`config.mk`:
```
export PLATFORM = sky130hd
export DESIGN_NAME = sample_frame_fifo
export DESIGN_NICKNAME = d
export VERILOG_FILES = /design/src/rtl/sample_frame_fifo.sv
export SDC_FILE = /design/constraint.sdc
export NUM_CORES = 1
export LEC_CHECK = 0
export CAP_MARGIN = 20
export CORE_AREA = 5 5 182 131
export CTS_CLUSTER_DIAMETER = 150
export DETAILED_ROUTE_END_ITERATION = 16
export DIE_AREA = 0 0 187 136
export PLACE_DENSITY = 0.67
export RECOVER_POWER = 100
export SYNTH_ARGS = -nofsm -noshare
export SYNTH_HDL_FRONTEND = slang
export SYNTH_SLANG_ARGS = --single-unit
```
`constraint.sdc`:
```
create_clock -name clk -period 3.1 [get_ports clk]
set_clock_uncertainty 0.1 [all_clocks]
set_input_delay 0.62 -clock clk [delete_from_list [all_inputs] [get_ports clk]]
set_output_delay 0.62 -clock clk [all_outputs]
set_load 0.05 [all_outputs]
```
`src/rtl/sample_frame_fifo.sv`:
```
// rtl/sample_frame_fifo.sv - sample FIFO with output frame marking; optional drop counter via SAMPLE_FRAME_FIFO_DROP_CNT_EN
module sample_frame_fifo #(
    parameter int W         = 16,
    parameter int DEPTH     = 16,
    parameter int FRAME_LEN = 64
) (
    input  logic                       clk,
    input  logic                       reset,
    input  logic                       x_valid,
    output logic                       x_ready,
    input  logic [W-1:0]               x_data,
    output logic                       y_valid,
    input  logic                       y_ready,
    output logic [W-1:0]               y_data,
    output logic                       y_last,
    output logic [$clog2(DEPTH):0]     level,
    output logic [7:0]                 drop_count
);

    localparam int AW = $clog2(DEPTH);
    localparam int LW = AW + 1;
    localparam int FW = $clog2(FRAME_LEN);
    localparam logic [LW-1:0] FULL_LVL   = LW'(DEPTH);
    localparam logic [FW-1:0] FRAME_LAST = FW'(FRAME_LEN - 1);

    logic [W-1:0]  mem_q [DEPTH];
    logic [AW-1:0] wr_ptr_q, wr_ptr_d;
    logic [AW-1:0] rd_ptr_q, rd_ptr_d;
    logic [LW-1:0] level_q, level_d;
    logic [FW-1:0] frame_q, frame_d;
    logic          push, pop;

    // Handshake flags depend only on registered occupancy.
    assign x_ready = (level_q != FULL_LVL);
    assign y_valid = (level_q != '0);
    assign y_data  = mem_q[rd_ptr_q];
    assign y_last  = y_valid && (frame_q == FRAME_LAST);
    assign level   = level_q;

    always_comb begin
        push     = x_valid && x_ready;
        pop      = y_valid && y_ready;
        wr_ptr_d = wr_ptr_q + AW'(push);
        rd_ptr_d = rd_ptr_q + AW'(pop);
        level_d  = level_q + LW'(push) - LW'(pop);
        frame_d  = frame_q;
        if (pop) begin
            frame_d = (frame_q == FRAME_LAST) ? '0 : frame_q + FW'(1);
        end
    end

    always_ff @(posedge clk) begin
        if (reset) begin
            wr_ptr_q <= '0;
            rd_ptr_q <= '0;
            level_q  <= '0;
            frame_q  <= '0;
        end else begin
            wr_ptr_q <= wr_ptr_d;
            rd_ptr_q <= rd_ptr_d;
            level_q  <= level_d;
            frame_q  <= frame_d;
        end
    end

    // Storage is not cleared on reset; the pointers make old contents unreachable.
    always_ff @(posedge clk) begin
        if (!reset && push) begin
            mem_q[wr_ptr_q] <= x_data;
        end
    end

`ifdef SAMPLE_FRAME_FIFO_DROP_CNT_EN
    logic [7:0] drop_q, drop_d;

    always_comb begin
        drop_d = drop_q;
        if (x_valid && !x_ready && (drop_q != 8'hFF)) begin
            drop_d = drop_q + 8'd1;
        end
    end

    always_ff @(posedge clk) begin
        if (reset) begin
            drop_q <= '0;
        end else begin
            drop_q <= drop_d;
        end
    end

    assign drop_count = drop_q;
`else
    assign drop_count = 8'd0;
`endif

endmodule

```
# Word-level counts from Yosys, hierarchy flattened
# Memory sizes are Yosys's and may differ from the RTL's. A register that Yosys moved wholly into a read port is not among the register bits.
# Cells that the tools add are included.
# W data, S select, Z words.
# totals
register_bits,19
mem_bits_rw,256
in_bits,20
wordCells,22
n_memories,1
# op_classes
addsub,5
eq_ne,2
muxes,4
reduce_logical,6
# memory_table
name,depth,word_bits,rd,rd_ports_with_merged_regs,wr,line_no,rtl
mem_q,16,16,1,1,1,26,logic [W-1:0] mem_q [DEPTH];
# ops
op,n
$add A4 B1 Y4,2
$add A6 B1 Y6 const B,1
$eq A6 B6 Y1 const B,1
$mux W6,1
$add A5 B1 Y5,1
$ne A5 B5 Y1 const B,1
$reduce_bool A5 Y1,1
$sub A5 B1 Y5,1
$logic_and A1 B1 Y1,4
$mux W4,1
$mux W1,2
$logic_not A1 Y1,1

# Depth between registers and ports, before layout
# Gate-level depths: netlist of the first run.
# logic_depth
ltp_word,5
depth_mapped,15

# Worst setup path before layout of the first run
# No wires, ideal clock.
# synth_timing
kind,reg2reg
from,register level_q[2] (netlist: level[2])
to,"memory mem_q[6][0], enable pin"
arrival_time_ps,3032
required_ps,2591
setup_slack_ps,-441
path_stages_with_launch,7
synth_period_minus_slack_ps,3541
cell_sequence,dfxtp_1 inv_1 ha_1 nand4bb_1 and3b_1 nand3_1 nor3_1
# synth_between
elab_chain_cells,5
# synth_lines
element,line_no,rtl
"start, declared",29,"logic [LW-1:0] level_q, level_d;"
"start signal, assigned",61,level_q <= level_d;
$ne A5 B5 Y1,34,assign x_ready = (level_q != FULL_LVL);
named net x_ready,10,"output logic x_ready,"
$logic_and A1 B1 Y1,41,push = x_valid && x_ready;
$logic_and A1 B1 Y1,68,if (!reset && push) begin
$mux W1,68,
$mux W1 (not written as such),69,mem_q[wr_ptr_q] <= x_data;
"end, declared",26,
# The timed path passes the listed nets, and every way through them passes these cells.

==> results of run 1 <==
## where the power goes
part	switching, W	internal, W	leakage (nW)
clock network	0.00128	0.00202	0.437
registers	0.000101	0.00418	2.46
logic	0.00144	0.00136	1.27
total	0.00281	0.00755	4.17
## per-stage QoR
stage                     TNS, ns  instances  utilization  setup slack, ns  power, W
final                           0        934        0.580           0.0478    0.0104
after global placement          0        879        0.540            0.172   0.00698
after CTS                       0        931        0.585          0.00946    0.0104
after detailed placement        0        879        0.540           0.0454   0.00705
after global routing       -0.124        934        0.580          -0.0469    0.0108
after floorplan                 0        536            -          0.00719   0.00613
## worst min-delay path, stage by stage (launching register included)
cell and delay, ns:
dfxtp_1 0.32, nand2b_1 0.07, o21ai_0 0.06
## kinds of logic after synthesis
kind of cell    Yosys count
mux                      64
compound gates           42
buf+inv                  42
simple gates             85
xor+xnor                  8
flops                   275
fa+ha+maj                12
other cells               1
## worst max path at each step
stage / start / endpoint / slack [ns]
finish: rd_ptr_q[0] / y_data[15] / 0.05
global route: rd_ptr_q[0] / y_data[15] / -0.05
CTS: rd_ptr_q[0] / y_data[0] / 0.009
detailed placement: y_ready / level[4] / 0.05
global placement: y_ready / level[4] / 0.17
floorplan: level[2] / level[4] / 0.007
## placed cells by master (no fill, tap or decap), types with 2 or more instances in the layout
master,count
or4_1,2
dfxtp_2,2
xnor2_1,3
inv_1,9
nand3b_1,2
buf_4,12
a22oi_1,29
a21oi_1,6
mux4_1,10
clkinv_1,5
nand2_1,21
clkdlybuf4s50_1,3
mux4_2,54
bufinv_16,4
nand2b_1,4
ha_1,11
nand3_1,9
edfxtp_1,256
nor3_1,5
xor2_1,5
buf_12,20
a22oi_2,3
nor2_1,21
buf_8,2
clkbuf_8,4
clkbuf_2,3
clkbuf_1,36
conb_1,8
dfxtp_1,16
o21ai_0,2
dlygate4sd3_1,22
clkbuf_16,27
nor2b_1,9
## state kept, by name, indices dropped and copies added (netlist names)
signal	cells
mem_q	256
frame_q	6
level	5
rd_ptr_q	4
wr_ptr_q	4
## timing repair
| action | in CTS | in global routing |
|---|---|---|
| resized for setup | 4 | 15 |
| buffers inserted | 3 | 3 |
| hold endpoints to repair | 0 | 0 |
| pin swaps | 0 | 5 |
| gates cloned | 1 | 0 |
| hold buffers | 0 | 0 |
| setup endpoints to repair | 14 | 13 |
## final cells by class
class	instances	area, µm²
fillers	1642	9290
flip-flops and latches	275	8070
multi-input cells	219	2490
repair buffers	95	946
clock buffers	37	753
well taps	288	360
clock inverters	11	151
inverters	9	33.8
## layer usage
metal / wire length (µm) / track usage / vias to the layer above
met5: 13 / 0 / -
met4: 428 / 0.0378 / 2
met3: 1200 / 0.0280 / 40
met2: 10900 / 0.295 / 162
met1: 9640 / 0.250 / 2773
li1: - / - / 2342
==> metrics.csv, run 1 <==
metric;value;unit
status;completed;
CP Depth;5;
DR vias/cell;5.69;
HP Class;flip-flop to flip-flop;
worst-path fanout max;7;
arrival time at the worst endpoint;2.33;ns
Avg Inst Size Synth;20.4;µm²
Yosys top cell by area;edfxtp_1;
pwr dens;809;nW/µm²
Slowest-stage cell, CP;mux4_1;
mean routed wirelength per cell;23.8;µm
CTS H-tree depth;1;
area share of xor/xnor cells in the synthesized design;0.00651;
kind of critical path;flip-flop to primary output;
input/output buffers;43;
Remaining Overflow, GRT;0;
Worst path max stage delay;0.59;ns
Post-synth EDFFs;256;
initial antenna violation count;1;
Initial Util;0.487;
post-synthesis instance area;10800;µm²
Top delay family on crit path;multiplexers;
Tcrit/Tclk final;0.985;
reg2reg setup slack;0.15;ns
post-synthesis simple-gate area fraction;0.0396;
vias in the first global route;5584;
Core Rows;46;
Num CTS Buffers;26;
crit-path cells;buf_4, mux4_1, a22oi_2, nand2_1, buf_12;
layout cell share with drive strength beyond 1;0.221;
Clock Latency Late Sink;0.52;ns
post-synthesis compound-gate area fraction;0.0274;
MaxCap Viol Count;0;
Reg2Reg Depth;14;
peak supply drop;0.000446;V
leakage;4.17;nW
Worst-path clk slew;0.06;ns
global-route wire length before repair;33800;µm
Vias;5319;
Worst Max-Slew Pin Slew;0.869;ns
sequential area share after synthesis;0.749;
clk sinks;275;
DRC violations left;0;
most common cell in the netlist;edfxtp_1;
Synth Area in Adders;0.0146;
Final Hold Vio Count;0;
Detail Placement HPWL;13700;µm
Antenna diodes;0;
hold-critical path depth;2;
f_max;328;MHz
drt pass-1 iters;5;
Cells after Synth;529;
Post-DP Area;11900;µm²
worst path buffer plus inverter count;2;
RR Endpoint;level[4];
# IOs;52;
ys async rst share;0;
GRT Total Usage;0.176;
Top FF cell, synth;edfxtp_1;
Area Growth Syn to Fin;19.0;%
Netlist cell types;39;
Min-Delay Startpoint;frame_q[5];
Die Span Y;136;µm
Max clock buf depth;3;
Routed Antenna Nets;0;
clock root buffer;clkbuf_16;
CTS tree;yes;
endpoint class of the critical path;primary output;
Worst Hold Path EP;frame_q[5];
Seq cells post-synth;275;
Die ar.;25400;µm²
fin. max-slew vios;0;
final wirelength;22200;µm
critical path launch point type;flip-flop;
top post-synthesis cells by count;edfxtp_1, mux4_2, a22oi_1;
Worst R2R Start;level[3];
worst hold slack;0.404;ns
Initial DRC Count;502;
DIE WIDTH;187;µm
largest cells by area after synthesis;edfxtp_1, mux4_2, dfxtp_1;
Post-Layout Inst Area;12800;µm²
setup violators final;0;
Synth top area share;0.714;
Placer Congestion;0.727;
largest net degree at the start of global routing;53;
Layout Nets;658;
RSZ-0062 raised after global routing;true;
yosys warns;0;
Period minus WS final;3.05;ns
CP required;2.38;ns
main combinational cell family by area after synthesis;multiplexers;
mux share of post-synthesis cell area;0.138;
core area;22100;µm²
Max-slew headroom;0.421;
(Power assumes the default switching activity.)
==> run 2: changes to the inputs <==
Settings changed: CORE_AREA 5 5 182 131 to 5 5 167 121, DIE_AREA 0 0 187 136 to 0 0 172 126, PLACE_DENSITY 0.67 to 0.78.
==> metrics.csv, run 2 (same netlist as run 1, synthesis figures left out) <==
metric;value;unit;change
DIE WIDTH;172;µm;was 187 µm
setup violators final;0;;unchanged
largest net degree at the start of global routing;39;;was 53
Worst Max-Slew Pin Slew;0.602;ns;was 0.869 ns
Placer Congestion;0.739;;was 0.727
Num CTS Buffers;26;;unchanged
Worst path max stage delay;0.50;ns;was 0.59 ns
final wirelength;21800;µm;was 22200 µm
core area;18500;µm²;was 22100 µm²
DRC violations left;0;;unchanged
Period minus WS final;3.08;ns;was 3.05 ns
Die Span Y;126;µm;was 136 µm
peak supply drop;0.000624;V;was 0.000446 V
Max clock buf depth;3;;unchanged
CP required;2.38;ns;about the same
dpl cells;829;;was 879
RSZ-0062 raised after global routing;true;;unchanged
drt pass-1 iters;5;;unchanged
Post-Layout Inst Area;13000;µm²;was 12800 µm²
Slowest-stage cell, CP;mux4_2;;was mux4_1
Core Rows;42;;was 46
Antenna diodes;0;;unchanged
mean routed wirelength per cell;24.2;µm;was 23.8 µm
status;completed;;unchanged
layout cell share with drive strength beyond 1;0.311;;was 0.221
GRT Total Usage;0.204;;was 0.176
Area Growth Syn to Fin;21.1;%;was 19.0%
kind of critical path;flip-flop to primary output;;unchanged
Vias;5425;;was 5319
endpoint class of the critical path;primary output;;unchanged
Worst-path clk slew;0.06;ns;about the same
initial antenna violation count;0;;was 1
max FFs per register;256;;unchanged
clock root buffer;clkbuf_16;;unchanged
DR vias/cell;6.01;;was 5.69
Filler cells;1099;;was 1642
CTS H-tree depth;1;;unchanged
Initial DRC Count;561;;was 502
commonest non-fill, non-tap cell in the layout;edfxtp_1;;unchanged
clk sinks;275;;unchanged
commonest non-fill, non-tap cells in the layout;edfxtp_1, buf_4, mux4_2;;was edfxtp_1, mux4_2, clkbuf_1
pwr dens;803;nW/µm²;was 809 nW/µm²
Initial Util;0.582;;was 0.487
Remaining Overflow, GRT;0;;unchanged
fin. max-slew vios;0;;unchanged
arrival time at the worst endpoint;2.36;ns;was 2.33 ns
CTS tree;yes;;unchanged
crit-path cells;buf_4, clkbuf_16, mux4_2, a22oi_1, nand2_1, buf_12;;was buf_4, mux4_1, a22oi_2, nand2_1, buf_12
vias in the first global route;5596;;was 5584
leakage;4.37;nW;was 4.17 nW
FF+latch area;8080;µm²;was 8070 µm²
MaxCap Viol Count;0;;unchanged
HP Class;flip-flop to flip-flop;;unchanged
# IOs;52;;unchanged
input/output buffers;43;;unchanged
area of the multi-input gates;2570;µm²;was 2490 µm²
Final Non-Filler Cells;902;;was 934
Post-DP Area;11900;µm²;about the same
Clock Latency Late Sink;0.52;ns;about the same
PnR worst setup slack;0.0221;ns;was 0.0478 ns
Die ar.;21700;µm²;was 25400 µm²
Tcrit/Tclk final;0.993;;was 0.985
Max-slew headroom;0.597;;was 0.421
critical path launch point type;flip-flop;;unchanged
Routed Antenna Nets;0;;unchanged
Detail Placement HPWL;13200;µm;was 13700 µm
Layout Nets;672;;was 658
worst slack, placed;0.0946;ns;was 0.0454 ns
worst-path fanout max;7;;unchanged
global-route wire length before repair;33300;µm;was 33800 µm
Biggest register;mem_q;;unchanged
Final Hold Vio Count;0;;unchanged
f_max;325;MHz;was 328 MHz
==> run 2: final cells by class <==
| class | count | share of cell area |
|---|---|---|
| Clock buffer | 33 | 0.0536 |
| Timing Repair Buffer | 109 | 0.0922 |
| Clock inverter | 15 | 0.0117 |
| Sequential cell | 275 | 0.620 |
| Tap cell | 242 | 0.0232 |
| Multi-Input combinational cell | 219 | 0.197 |
| Inverter | 9 | 0.00259 |
==> run 2: through the flow <==
| step | total power, W | hold WS [ns] | utilization | TNS [ns] |
|---|---|---|---|---|
| finish | 0.0105 | 0.386 | 0.705 | 0 |
| global route | 0.0109 | 0.412 | 0.705 | -0.148 |
| CTS | 0.0103 | 0.388 | 0.691 | -0.00606 |
| detailed placement | 0.00707 | 0.379 | 0.641 | 0 |
| global placement | 0.00700 | 0.365 | 0.641 | 0 |
| floorplan | 0.00613 | 0.354 | - | 0 |
==> run 2: power by group <==
part	total (W)	internal, W	switching, W	leakage [nW]
Sequential	0.00429	0.00418	0.000116	2.46
Clock	0.00312	0.00185	0.00128	0.411
Combinational	0.00305	0.00154	0.00151	1.49
Total	0.0105	0.00757	0.00291	4.37
==> run 2: repair_timing <==
action	CTS	global route
resized for setup	4	16
gates cloned	0	2
setup endpoints to repair	18	14
buffers inserted	6	17
pin swaps	0	2
hold buffers	0	0
==> run 2: final timing paths <==
kind / slack, ns / cells after the start / start / end
max: 0.02 / 6 / rd_ptr_q[0] / y_data[1]
min: 0.39 / 2 / frame_q[1] / frame_q[1]
max reg2reg: 0.14 / 14 / level[3] / level[4]
min reg2reg: 0.39 / 2 / frame_q[1] / frame_q[1]
==> run 2: worst max-delay path, delay by kind of cell, from the launching register on <==
kind | cells | cell delay (ns)
buffers and inverters | 3 | 0.49
flip-flops | 1 | 0.45
multiplexers | 1 | 0.50
AND/OR/NAND/NOR | 1 | 0.14
AO/OA/AOI/OAI | 1 | 0.25
==> run 2: routing by layer <==
metal  vias to the layer above  global-route usage  share of wire
li1                       2367                   -              -
met1                      2849               0.299           0.43
met2                       182               0.328           0.50
met3                        27              0.0414          0.062
met4                         0              0.0360          0.013
met5                         -                   0              0
==> run 3: changes to the inputs <==
Settings changed: HOLD_SLACK_MARGIN from default to 0.15.
==> results of run 3 <==
No change in the layout: final DEF, timing and power equal those of run 2.
==> RTL edit 1, RTL diff (flow settings as in run 2) <==
`FRAME_LEN`: 64 -> 128.
--- a/src/rtl/sample_frame_fifo.sv
+++ b/src/rtl/sample_frame_fifo.sv
@@ -2,7 +2,7 @@
 module sample_frame_fifo #(
     parameter int W         = 16,
     parameter int DEPTH     = 16,
-    parameter int FRAME_LEN = 64
+    parameter int FRAME_LEN = 128
 ) (
     input  logic                       clk,
     input  logic                       reset,
Behaviour: same outputs for any inputs over 10 cycles, from zero or initial values and one cycle with reset high; that may be too few to reach the edited logic, so the function may still have changed.
==> RTL edit 1 against run 2 <==
- wire length rose by 7.6%
- cell area fell by 0.42%
- via count is 1.5% higher
- worst hold slack improved by 0.0022 ns
- setup slack improved by 0.019 ns
- sequential cell count increased by 1
- total power is 1.2% lower
- register-to-register slack barely moved
- die area is the same
- area after synthesis about the same
- largest cell class unchanged
==> RTL edit 1: results (changes against run 2) <==
[setup_path]
cp_top_family = buffers and inverters
arrival_ns = 2.34  ; -0.02 ns
path_max_fanout = 12  ; +5
worstSetupEndpoint = y_data[5]
rr_worst_depth = 14  ; unchanged

[power_and_ir_drop]
leakage_nw = 4.26  ; -2.4%
ir_worst_vdd_v = 0.000526  ; -16%
power.internal_mw = 7.47  ; -1.2%

[placement]
hpwl_um = 13500  ; +2.5%
dp_slack_ns = -0.0754  ; -0.170 ns
dp.cells = 828  ; -0.12%
place_area_sq_um = 11900  ; +0.19%
gp_congestion = 0.791  ; +7.2%

[min_path]
hp-start = frame_q[4]
min_to = frame_q[4]
whs_path_depth = 2  ; unchanged

[yosys]
yosysUniqueCellTypes = 35  ; -10%
synth.yosys.seq_area_share = 0.751  ; +0.00151
syn_avg_cell_area_sq_um = 20.2  ; -0.89%
ys_warn_count = 0  ; unchanged
netlist_top_cells_area = edfxtp_1 71%, mux4_2 12%, dfxtp_1 3.7%, a22oi_1 2.2%, mux4_1 1.7%
synth_commonest_cells = 256 x edfxtp_1, 57 x mux4_2, 32 x a22oi_1

[timing]
hold_ws_ns = 0.388  ; +0.00224 ns
finalSetupTns_ns = 0  ; unchanged
fin_crit_ns = 3.06  ; -0.0194 ns
max_slew.worst_pin.slew_ns = 0.593  ; -0.00942 ns

[global_routing]
gr-usage-met1 = 0.307  ; +0.00807
grt.total_usage = 0.215  ; +0.0113
grt_max_degree = 53  ; +36%
grt_use_met2 = 0.352  ; +0.0234
grt_antenna_before_repair = 3  ; +3
grt_pass1_vias = 5631  ; +0.63%
met3_usage = 0.0442  ; +0.00282
grt_pass1_wl_um = 34600  ; +3.8%

[routing]
wl_per_cell_um = 26.4  ; +8.8%
viasPerCell = 6.17  ; +2.6%
num_vias = 5506  ; +1.5%
top_layer = met5
dr_wl_met2_um = 11700  ; +8.1%
drt_iter0_drc = 553  ; -1.4%
drtPass1Iterations = 5  ; unchanged
drt-met1-wl_um = 9440  ; +1.0%
wl_met3_um = 1780  ; +31%

[clock_tree]
cts-root-buf = clkbuf_16
postCtsSetupBuffers = 2  ; -4
ctsResizeCount = 6  ; +2
cts_made_buffers = 25  ; -3.8%

[run_status]
status = finished clean

[layout]
drive_gt1_frac = 0.298  ; -0.0121
num-nets-final = 663  ; -1.3%

-- RTL edit 1: layout make-up --
type / count / area, sq um
clock inverters: 20 / 194
inverters: 10 / 40.0
multi-input cells: 223 / 2570
clock buffers: 26 / 629
repair buffers: 95 / 1150
fillers: 1096 / 5520
flip-flops and latches: 276 / 8100
well taps: 242 / 303
-- RTL edit 1: logic make-up after synthesis --
group / count (synthesis) / synth area share
flops: 276 / 0.751
simple gates: 85 / 0.0395
mux: 64 / 0.136
compound gates: 45 / 0.0292
buf+inv: 42 / 0.0218
fa+ha+maj: 12 / 0.0146
xor+xnor: 9 / 0.00732
other cells: 1 / 0.000348
-- RTL edit 1: power by group through the flow --
| stage | logic [mW] | registers [mW] | clock network [mW] |
|---|---|---|---|
| detailed placement | 2.62 | 4.37 | 0 |
| floorplan | 1.69 | 4.39 | 0 |
| global route | 3.16 | 4.27 | 3.31 |
| finish | 3.00 | 4.26 | 3.09 |
| global placement | 2.55 | 4.35 | 0 |
| CTS | 2.69 | 4.27 | 3.14 |
==> RTL edit 2, RTL diff (settings of run 2) <==
Made on the original files. Register the output `level` once more, cleared by the reset; this adds one clock of latency there. The other outputs are not delayed to match.
--- a/src/rtl/sample_frame_fifo.sv
+++ b/src/rtl/sample_frame_fifo.sv
@@ -35,7 +35,13 @@
     assign y_valid = (level_q != '0);
     assign y_data  = mem_q[rd_ptr_q];
     assign y_last  = y_valid && (frame_q == FRAME_LAST);
-    assign level   = level_q;
+    always_ff @(posedge clk) begin
+        if (reset) begin
+            level <= '0;
+        end else begin
+            level <= level_q;
+        end
+    end
 
     always_comb begin
         push     = x_valid && x_ready;
Formal check against the unedited RTL: not equivalent (a bounded check fails within 4 cycles, from zero or initial values and one cycle with reset high).
==> RTL edit 2 against run 2 <==
- register-to-register slack improved by 0.04 ns
- cell area fell by 2.2%
- setup slack improved by 0.038 ns
- highest routed layer is now met5
- total power shrank 1.9%
- critical path type unchanged
- first-iteration DRC count rose by 22%
- largest power group unchanged
- synthesized cell count grew 1.7%
- critical path depth did not move
- sequential share of layout area grew 2.1 points
- final cell count decreased by 1.8%
- area after synthesis rose by 0.65%
- wire length increased by 8.1%
- sequential cell count increased by 5
- worst hold slack improved by 0.014 ns
==> RTL edit 2: results (changes against run 2) <==
[global_routing]
met3_usage = 0.0504  ; +0.00909
gr-usage-met1 = 0.317  ; +0.0176
grt_pass1_vias = 5526  ; -1.3%
grt_pass1_wl_um = 34200  ; +2.8%
grt_max_degree = 67  ; +72%
grt_use_met2 = 0.334  ; +0.00551
grt.total_usage = 0.214  ; +0.0104
grt_antenna_before_repair = 3  ; +3

[setup_path]
arrival_ns = 2.32  ; -0.04 ns
path_max_fanout = 13  ; +6
rr_startpoint = level_q[2]
cp_slowest_cell = mux4_2
cp_top_family = multiplexers
cpPeakStageDelay_ns = 0.53  ; +0.03 ns
r2r_slack_ns = 0.18  ; +0.04 ns

[yosys]
yosysUniqueCellTypes = 35  ; -10%
netlist_top_cells_area = edfxtp_1 71%, mux4_2 13%, dfxtp_1 4.4%, a22oi_1 2.2%, ha_1 1.3%
synth_fa_ha_area_frac = 0.0145  ; -0.0000947
synthMuxAreaShare = 0.133  ; -0.00470
synth_xor_xnor_area_share = 0.00647  ; -0.0000421
synth_compound_area_frac = 0.0304  ; +0.00294
ys_warn_count = 0  ; unchanged
synth.yosys.seq_area_share = 0.754  ; +0.00439
synth_commonest_cells = 256 x edfxtp_1, 64 x mux4_2, 32 x a22oi_1

[min_path]
hp-class = reg2reg

[routing]
drt_iter0_drc = 683  ; +22%
viasPerCell = 6.19  ; +2.9%
drtPass1Iterations = 5  ; unchanged
routed_wl_um = 23600  ; +8.1%

[power_and_ir_drop]
netSwitchingPower_mw = 2.85  ; -1.8%
leakage_nw = 4.14  ; -5.1%
ir_worst_vdd_v = 0.000492  ; -21%

[clock_tree]
cts_max_path_buffers = 3  ; unchanged
cts-root-buf = clkbuf_16
cts_made_buffers = 26  ; unchanged

[layout]
num-nets-final = 658  ; -2.1%
drive_gt1_frac = 0.236  ; -0.0742

[placement]
hpwl_um = 12800  ; -2.7%
numPortBuffers = 43  ; unchanged
place_area_sq_um = 11900  ; +0.14%
gp_congestion = 0.802  ; +8.6%

[timing]
max_slew.worst_pin.slew_ns = 1.21  ; +0.604 ns
hold_ws_ns = 0.400  ; +0.0145 ns

[run_status]
status = finished clean

[RTL edit 2: cell types whose count changed in the layout (fill, tap and decap cells not counted), sizes merged, moves of 2 or more]
cell and change:
o21ai -2, dlygate4sd3 +7, buf -51, and3 +2, clkbuf +28, dfxtp +5, nand2 +2, nand2b -2
or4 -2, nor2b +2, clkinvlp -2, nor2 +3, clkdlybuf4s50 -7
[RTL edit 2: stage by stage]
stage                     TNS (ns)  setup slack [ns]  instances
after detailed placement         0            0.0375        831
after CTS                  -0.0490           -0.0490        876
after global placement           0             0.168        831
after floorplan                  0           0.00986        545
final                            0            0.0601        886
after global routing      -0.00705          -0.00705        885
[RTL edit 2: routing by layer]
metal	up-vias	part of all wire
li1	2341	-
met1	2796	0.39
met2	308	0.49
met3	35	0.10
met4	2	0.016
met5	-	0.00055
[RTL edit 2: power by group through the flow]
stage                     logic, mW  registers [mW]  clock network [mW]
after CTS                      2.70            4.34                3.09
after detailed placement       2.66            4.42                   0
after global placement         2.58            4.40                   0
after floorplan                1.76            4.43                   0
after global routing           3.06            4.35                3.26
final                          2.89            4.33                3.05
[RTL edit 2: cell type report]
cell class / instances / area (sq um)
sequential: 280 / 8170
fill: 1119 / 5740
multi-input combinational: 223 / 2480
timing repair buffer: 86 / 953
clock buffer: 33 / 698
tap: 242 / 303
clock inverter: 12 / 106
inverter: 9 / 33.8
antenna: 1 / 2.50
[RTL edit 2: repair_timing]
action | 4_1_cts | 5_1_grt
cloned | 0 | 5
endpoints found under the setup margin | 5 | 18
resized for setup | 7 | 6
buffers inserted | 0 | 4
pin swaps | 0 | 2
[RTL edit 2: final timing paths]
kind	end	depth (start not counted)
worst max-delay path	y_data[9]	6
worst min-delay path	frame_q[1]	2
worst max register to register	level_q[4]	14
worst min register to register	frame_q[1]	2
